### src/rtl/othello_board_engine.sv
// NxN Othello board store with a move engine: probes the 8 rays from a target cell one
// cell per cycle, optionally flips bracketed lines and places the disk, tracking disk counts.
module othello_board_engine #(
  parameter int N  = 8,
  parameter int CW = $clog2(N),
  parameter int NW = $clog2(N*N+1)
) (
  input  logic          clock,
  input  logic          resetn,
  input  logic          cmd_valid,
  output logic          cmd_ready,
  input  logic          cmd_place,
  input  logic          cmd_clear,
  input  logic [1:0]    side,
  input  logic [CW-1:0] x,
  input  logic [CW-1:0] y,
  output logic          done,
  output logic          legal,
  output logic [7:0]    dir,
  output logic [NW-1:0] flips,
  output logic [NW-1:0] count2,
  output logic [NW-1:0] count3,
  input  logic [CW-1:0] rd_x,
  input  logic [CW-1:0] rd_y,
  output logic [1:0]    rd_q
);

  localparam int IW = $clog2(N*N);
  localparam int KW = CW + 1;
  localparam int PW = CW + 3;
  localparam int H  = N / 2;
  localparam int CELL2A = (H-1)*N + (H-1);
  localparam int CELL2B = H*N + H;
  localparam int CELL3A = (H-1)*N + H;
  localparam int CELL3B = H*N + (H-1);

  typedef enum logic [2:0] {IDLE, CHECK, FLIP, PUT, FIN} state_e;

  state_e        state_q, state_d;
  logic [1:0]    board_q [N*N];
  logic          place_q;
  logic [1:0]    side_q;
  logic [CW-1:0] tx_q, ty_q;
  logic [2:0]    d_q, d_d;
  logic [KW-1:0] k_q, k_d;
  logic [7:0]    dir_q, dir_d;
  logic          legal_q, legal_d;
  logic [NW-1:0] flips_q, flips_d;
  logic [NW-1:0] count2_q, count2_d;
  logic [NW-1:0] count3_q, count3_d;

  logic          accept, initBoard, wrEn, dirEnd;
  logic [IW-1:0] wrIdx, tgtIdx, rdIdx;
  logic [IW:0]   curP, nxtP;
  logic [1:0]    tgtCell, curCell, nxtCell, opp;
  logic [7:0]    dirNew, rest;

  // Bounds are checked on x and y separately so a ray never wraps onto the next row.
  function automatic logic [IW:0] probe(input logic [2:0] dd, input logic [KW-1:0] kk,
                                        input logic [CW-1:0] px0, input logic [CW-1:0] py0);
    logic signed [PW-1:0] sk, px, py;
    logic                 onb;
    logic [IW-1:0]        idx;
    sk = signed'({{(PW-KW){1'b0}}, kk});
    px = signed'({{(PW-CW){1'b0}}, px0});
    py = signed'({{(PW-CW){1'b0}}, py0});
    case (dd)
      3'd0: py = py - sk;
      3'd1: begin py = py - sk; px = px + sk; end
      3'd2: px = px + sk;
      3'd3: begin py = py + sk; px = px + sk; end
      3'd4: py = py + sk;
      3'd5: begin py = py + sk; px = px - sk; end
      3'd6: px = px - sk;
      default: begin py = py - sk; px = px - sk; end
    endcase
    onb = (px[PW-1] == 1'b0) && (px < PW'(N)) && (py[PW-1] == 1'b0) && (py < PW'(N));
    idx = IW'(py[CW-1:0]) * IW'(N) + IW'(px[CW-1:0]);
    return {onb, idx};
  endfunction

  function automatic logic [2:0] lowestSet(input logic [7:0] m);
    logic [2:0] r;
    r = '0;
    for (int i = 7; i >= 0; i--) begin
      if (m[i]) r = 3'(i);
    end
    return r;
  endfunction

  function automatic logic [1:0] initCell(input int i);
    if (i == CELL2A || i == CELL2B) return 2'd2;
    if (i == CELL3A || i == CELL3B) return 2'd3;
    return 2'd0;
  endfunction

  assign tgtIdx  = IW'(ty_q) * IW'(N) + IW'(tx_q);
  assign rdIdx   = IW'(rd_y) * IW'(N) + IW'(rd_x);
  assign curP    = probe(d_q, k_q, tx_q, ty_q);
  assign nxtP    = probe(d_q, k_q + KW'(1), tx_q, ty_q);
  assign tgtCell = board_q[tgtIdx];
  assign curCell = curP[IW] ? board_q[curP[IW-1:0]] : 2'b00;
  assign nxtCell = nxtP[IW] ? board_q[nxtP[IW-1:0]] : 2'b00;
  assign opp     = {1'b1, ~side_q[0]};
  assign rd_q    = board_q[rdIdx];

  assign cmd_ready = (state_q == IDLE);
  assign done      = (state_q == FIN);
  assign legal     = legal_q;
  assign dir       = dir_q;
  assign flips     = flips_q;
  assign count2    = count2_q;
  assign count3    = count3_q;

  always_comb begin
    state_d   = state_q;
    d_d       = d_q;
    k_d       = k_q;
    dir_d     = dir_q;
    legal_d   = legal_q;
    flips_d   = flips_q;
    count2_d  = count2_q;
    count3_d  = count3_q;
    accept    = 1'b0;
    initBoard = 1'b0;
    wrEn      = 1'b0;
    wrIdx     = tgtIdx;
    dirEnd    = 1'b0;
    dirNew    = dir_q;
    rest      = '0;
    case (state_q)
      IDLE: begin
        if (cmd_valid) begin
          accept  = 1'b1;
          dir_d   = '0;
          flips_d = '0;
          legal_d = 1'b0;
          d_d     = '0;
          k_d     = KW'(1);
          if (cmd_clear) begin
            initBoard = 1'b1;
            count2_d  = NW'(2);
            count3_d  = NW'(2);
            state_d   = FIN;
          end else begin
            state_d = CHECK;
          end
        end
      end
      CHECK: begin
        if (tgtCell != 2'b00 || !side_q[1]) begin
          dir_d   = '0;
          legal_d = 1'b0;
          state_d = FIN;
        end else begin
          if (curP[IW] && curCell == opp) begin
            k_d = k_q + KW'(1);
          end else begin
            dirEnd = 1'b1;
            if (curP[IW] && curCell == side_q && k_q >= KW'(2)) dirNew[d_q] = 1'b1;
          end
          dir_d = dirNew;
          if (dirEnd) begin
            k_d = KW'(1);
            if (d_q == 3'd7) begin
              legal_d = |dirNew;
              if (place_q && |dirNew) begin
                state_d = FLIP;
                d_d     = lowestSet(dirNew);
              end else begin
                state_d = FIN;
              end
            end else begin
              d_d = d_q + 3'd1;
            end
          end
        end
      end
      // Looking one cell ahead ends each ray without spending a cycle on the closing own disk.
      FLIP: begin
        wrEn    = 1'b1;
        wrIdx   = curP[IW-1:0];
        flips_d = flips_q + NW'(1);
        if (side_q[0]) begin
          count3_d = count3_q + NW'(1);
          count2_d = count2_q - NW'(1);
        end else begin
          count2_d = count2_q + NW'(1);
          count3_d = count3_q - NW'(1);
        end
        rest = dir_q & (8'hFE << d_q);
        if (nxtP[IW] && nxtCell == opp) begin
          k_d = k_q + KW'(1);
        end else begin
          k_d = KW'(1);
          if (rest != 8'h00) d_d = lowestSet(rest);
          else               state_d = PUT;
        end
      end
      PUT: begin
        wrEn  = 1'b1;
        wrIdx = tgtIdx;
        if (side_q[0]) count3_d = count3_q + NW'(1);
        else           count2_d = count2_q + NW'(1);
        state_d = FIN;
      end
      FIN:     state_d = IDLE;
      default: state_d = IDLE;
    endcase
  end

  always_ff @(posedge clock or negedge resetn) begin
    if (!resetn) begin
      state_q  <= IDLE;
      place_q  <= 1'b0;
      side_q   <= 2'b00;
      tx_q     <= '0;
      ty_q     <= '0;
      d_q      <= '0;
      k_q      <= KW'(1);
      dir_q    <= '0;
      legal_q  <= 1'b0;
      flips_q  <= '0;
      count2_q <= NW'(2);
      count3_q <= NW'(2);
      for (int i = 0; i < N*N; i++) board_q[i] <= initCell(i);
    end else begin
      state_q  <= state_d;
      d_q      <= d_d;
      k_q      <= k_d;
      dir_q    <= dir_d;
      legal_q  <= legal_d;
      flips_q  <= flips_d;
      count2_q <= count2_d;
      count3_q <= count3_d;
      if (accept) begin
        place_q <= cmd_place;
        side_q  <= side;
        tx_q    <= x;
        ty_q    <= y;
      end
      if (initBoard) begin
        for (int i = 0; i < N*N; i++) board_q[i] <= initCell(i);
      end else if (wrEn) begin
        board_q[wrIdx] <= side_q;
      end
    end
  end

endmodule

### config.mk
export PLATFORM = sky130hd
export DESIGN_NAME = othello_board_engine
export DESIGN_NICKNAME = d
export VERILOG_FILES = /design/src/rtl/othello_board_engine.sv
export SDC_FILE = /design/constraint.sdc
export NUM_CORES = 1
export LEC_CHECK = 0
export CAP_MARGIN = 20
export CORE_ASPECT_RATIO = 0.7
export CORE_MARGIN = 4
export CORE_UTILIZATION = 45
export CTS_BUF_LIST = sky130_fd_sc_hd__clkbuf_16
export CTS_CLUSTER_DIAMETER = 120
export DETAILED_ROUTE_END_ITERATION = 10
export MAX_ROUTING_LAYER = met4
export PLACE_DENSITY_LB_ADDON = 0.2
export SYNTH_ARGS = -nofsm -noshare
export SYNTH_HDL_FRONTEND = slang
export SYNTH_SLANG_ARGS = --single-unit
### constraint.sdc
create_clock -name clock -period 6.38 [get_ports clock]
set_clock_uncertainty 0.2 [all_clocks]
set_input_delay 0.638 -clock clock [delete_from_list [all_inputs] [get_ports clock]]
set_output_delay 0.638 -clock clock [all_outputs]
set_load 0.02 [all_outputs]
==> results of run 1 <==
==> Yosys cell counts, drive strengths merged (39+ instances only) <==
cell    number  area, µm²
a211oi      55        413
a21oi      191        963
and3        39        244
buf         47        298
clkbuf      93        349
dfrtp      168       4200
ha          40        500
mux2i       56        561
mux4        55       1240
nand2      321       1220
nand3       86        443
nor2       144        546
nor3        61        315
o21ai      146        742
==> stage by stage <==
step	power (mW)	hold slack (ns)
floorplan	5.46	0.142
global placement	6.97	0.280
detailed placement	7.03	0.281
CTS	8.10	0.0136
global route	8.76	0.0567
finish	8.36	-0.0180
==> layout make-up <==
type	instances	share of cell area
clock inverter	15	0.00952
sequential	177	0.280
clock buffer	17	0.0268
timing repair buffer	88	0.0516
tap	420	0.0331
inverter	37	0.00874
multi-input combinational	1441	0.591
==> critical path: stages, from the launching register on <==
cell,delay (ns)
sky130_fd_sc_hd__dfstp_2,0.63
sky130_fd_sc_hd__inv_1,0.14
sky130_fd_sc_hd__ha_1,0.49
sky130_fd_sc_hd__inv_1,0.19
sky130_fd_sc_hd__fa_1,0.49
sky130_fd_sc_hd__nor4_2,0.53
sky130_fd_sc_hd__or3_1,0.76
sky130_fd_sc_hd__nor2_1,0.12
sky130_fd_sc_hd__a22o_1,0.26
sky130_fd_sc_hd__o21ai_0,0.33
sky130_fd_sc_hd__o211ai_1,0.21
sky130_fd_sc_hd__o21ai_1,0.15
sky130_fd_sc_hd__or4b_1,0.56
sky130_fd_sc_hd__nand2_1,0.16
sky130_fd_sc_hd__a31oi_4,0.07
sky130_fd_sc_hd__nor4b_1,0.18
sky130_fd_sc_hd__o32ai_1,0.22
==> kinds of logic after synthesis <==
kind of cell,share of synthesized area
AOI/OAI and AO/OA,0.234
xor gates and xnor gates,0.0126
adders and majority gates,0.0453
buffers and inverters,0.0538
DFF,0.304
muxes,0.129
and+or+nand+nor,0.221
==> flip-flops by register name, indices dropped and copies added (netlist names) <==
signal,cells
state_q,3
place_q,1
count2,7
side_q,2
count3,7
tx_q,3
dir,8
legal,1
board_q,128
d_q,3
flips,7
k_q,4
ty_q,3
==> power by group <==
part | switching, mW | total (mW) | internal, mW
logic | 3.99 | 5.91 | 1.92
clock network | 0.538 | 1.06 | 0.517
registers | 0.203 | 1.40 | 1.19
==> routing by layer <==
metal | track usage | vias up | share of wire
li1 | - | 6486 | -
met1 | 0.462 | 7173 | 0.45
met2 | 0.408 | 933 | 0.40
met3 | 0.0870 | 140 | 0.13
met4 | 0.0977 | 0 | 0.029
met5 | - | - | 0
==> final timing paths <==
kind	to	slack, ns	depth (start not counted)
worst min-delay path	dir[3]	-0.02	1
worst max-delay path	d_q[0]	0.61	16
worst min register to register	flips[6]	0.30	1
min in group clock	flips[6]	0.30	1
max in group asynchronous	board_q[81]	4.96	2
worst max register to register	d_q[0]	0.61	16
==> summary.txt, run 1 <==
PLACED DESIGN
----------------------------------------------------------------------------------
Dpl ws ..............................................................     0.658 ns
Post-Place Cells ....................................................         2162
Cell Area, Placed ...................................................    15300 µm²
IO Port Bufs ........................................................           52
Routability congestion estimate from global placement ...............         1.05
Dpl hpwl ............................................................      37.7 mm

SETUP PATH
----------------------------------------------------------------------------------
Start of the worst register-to-register path ........................       k_q[0]
Critical path startpoint ............................................       k_q[0]
Critical Setup Path Class ...........................................      reg2reg
Largest driver fanout on the critical path ..........................           17
Worst Setup End Kind ................................................         flop
Crit path required time .............................................      6.56 ns
Startpoint type of the worst setup path .............................         flop
Worst endpoint data arrival time ....................................      5.95 ns

CELLS AND AREA
----------------------------------------------------------------------------------
FF+latch area .......................................................     4440 µm²
Area used by multi-input combinational logic ........................     9390 µm²
Filler cells ........................................................         2972
Commonest cells after routing, fill and taps aside .................. 318 x sky130_fd_sc_hd__nand2_1, 189 x sky130_fd_sc_hd__a21oi_1, 165 x sky130_fd_sc_hd__dfrtp_1
Final instance area .................................................    15900 µm²
Signed area change from the synthesized netlist to the final layout .        8.92%
Final cell count without fillers ....................................         2195
Number of diodes ....................................................            0
Final core utilization ..............................................        0.504
Fraction of layout cells with a size suffix above 1 .................        0.100
Most common cell after layout, fill and taps aside .................. sky130_fd_sc_hd__nand2_1
Final-stage net count ...............................................         1829

GLOBAL ROUTE
----------------------------------------------------------------------------------
Maximum number of pins on one net before global-route repair ........          101
Global route total overflow .........................................            0
Number of global-route vias before repair ...........................        13.6k
Wire length of the first global-routing pass ........................      83.1 mm
Number of antenna violations at the first check in global routing ...            0
GRT Overall Usage ...................................................        0.312

CLOCKING
----------------------------------------------------------------------------------
CTS Buf Count .......................................................           17
Clock latency on the worst-skew pair ................................      0.47 ns
Clk slew on worst S/H paths .........................................      0.08 ns
Post-CTS setup repair buffer count ..................................            0
Root buffer selected by CTS ......................................... sky130_fd_sc_hd__clkbuf_16
Number of buffers added to fix hold violations after cts ............            0
Number of levels in the clock H-tree ................................            4
Post-cts sizing count ...............................................            0
Clock tree from TritonCTS ...........................................          yes
Maximum buffer depth of the clock tree ..............................            2
Number of clock sinks ...............................................          177

YOSYS
----------------------------------------------------------------------------------
Nets in the synthesized netlist .....................................         1862
Syn. warnings .......................................................            0
Ys async rst share ..................................................         1.00
Flops & latches, synth ..............................................          177
Yosys cell types ....................................................           94
Synthesized cell area ...............................................    14600 µm²
Most used flip-flop cell after synthesis ............................ sky130_fd_sc_hd__dfrtp_1
Count of mapped cells out of synthesis ..............................         1795
Mean cell area of the mapped netlist ................................     8.13 µm²
Sequential share of the synthesized area ............................        0.304
Number of flops mapped to enable cells by yosys .....................            0

STA
----------------------------------------------------------------------------------
Final setup violation count .........................................            0
Slew Limit Headroom .................................................        0.259
Crit path setup slack, layout .......................................     0.608 ns
Worst hold margin ...................................................   -0.0180 ns
Total count of max-transition violations in the final report ........            0
Tcrit/Tclk final ....................................................        0.905
Min Clock Period, post-route ........................................      5.77 ns
Transition time at the pin with the least slew margin ...............      1.11 ns
Final Hold Violating Endpoints ......................................            4
Fmax achieved .......................................................    0.173 GHz
Setup tns final .....................................................         0 ns
RSZ-0062 raised after global routing ................................           no

FLOORPLANNING
----------------------------------------------------------------------------------
Number of placed I/O pins ...........................................           53
Die height ..........................................................       159 µm
Width of the die ....................................................       223 µm
Row count ...........................................................           54
Starting density of the core ........................................        0.463
Area of the die .....................................................    35400 µm²
Core ar. ............................................................    31600 µm²

PWR
----------------------------------------------------------------------------------
VDD IR-drop max .....................................................     0.564 mV
Leakage power summed over all cells .................................      6.11 nW
Power density normalized to cell area ...............................   526 nW/µm²

HOLD PATH
----------------------------------------------------------------------------------
Type of the worst min-delay path ....................................     in2async

DRT
----------------------------------------------------------------------------------
Remaining routing DRC violations ....................................            0
Routed wire length ..................................................      54.0 mm
Post-route ant nets .................................................            0
Number of vias in the routed layout .................................        14.7k
Drt initial violations ..............................................         2030
Routed wire per std cell ............................................      24.6 µm
Number of iterations in the first detailed-routing pass .............            6
Per-cell via count in the routed design .............................         6.71

STATUS
----------------------------------------------------------------------------------
Result of the run ................................................... complete, but fails checks
Violated checks .....................................................  hold timing

JOB
----------------------------------------------------------------------------------
Maximum capacitance violations ......................................            0

No activity file was read; power rests on OpenSTA's default activity.
==> run 2: changes to the inputs <==
- GPL_TIMING_DRIVEN: default -> 1
==> results of run 2 <==
The final DEF is identical to that of run 1; final timing and power are the same.
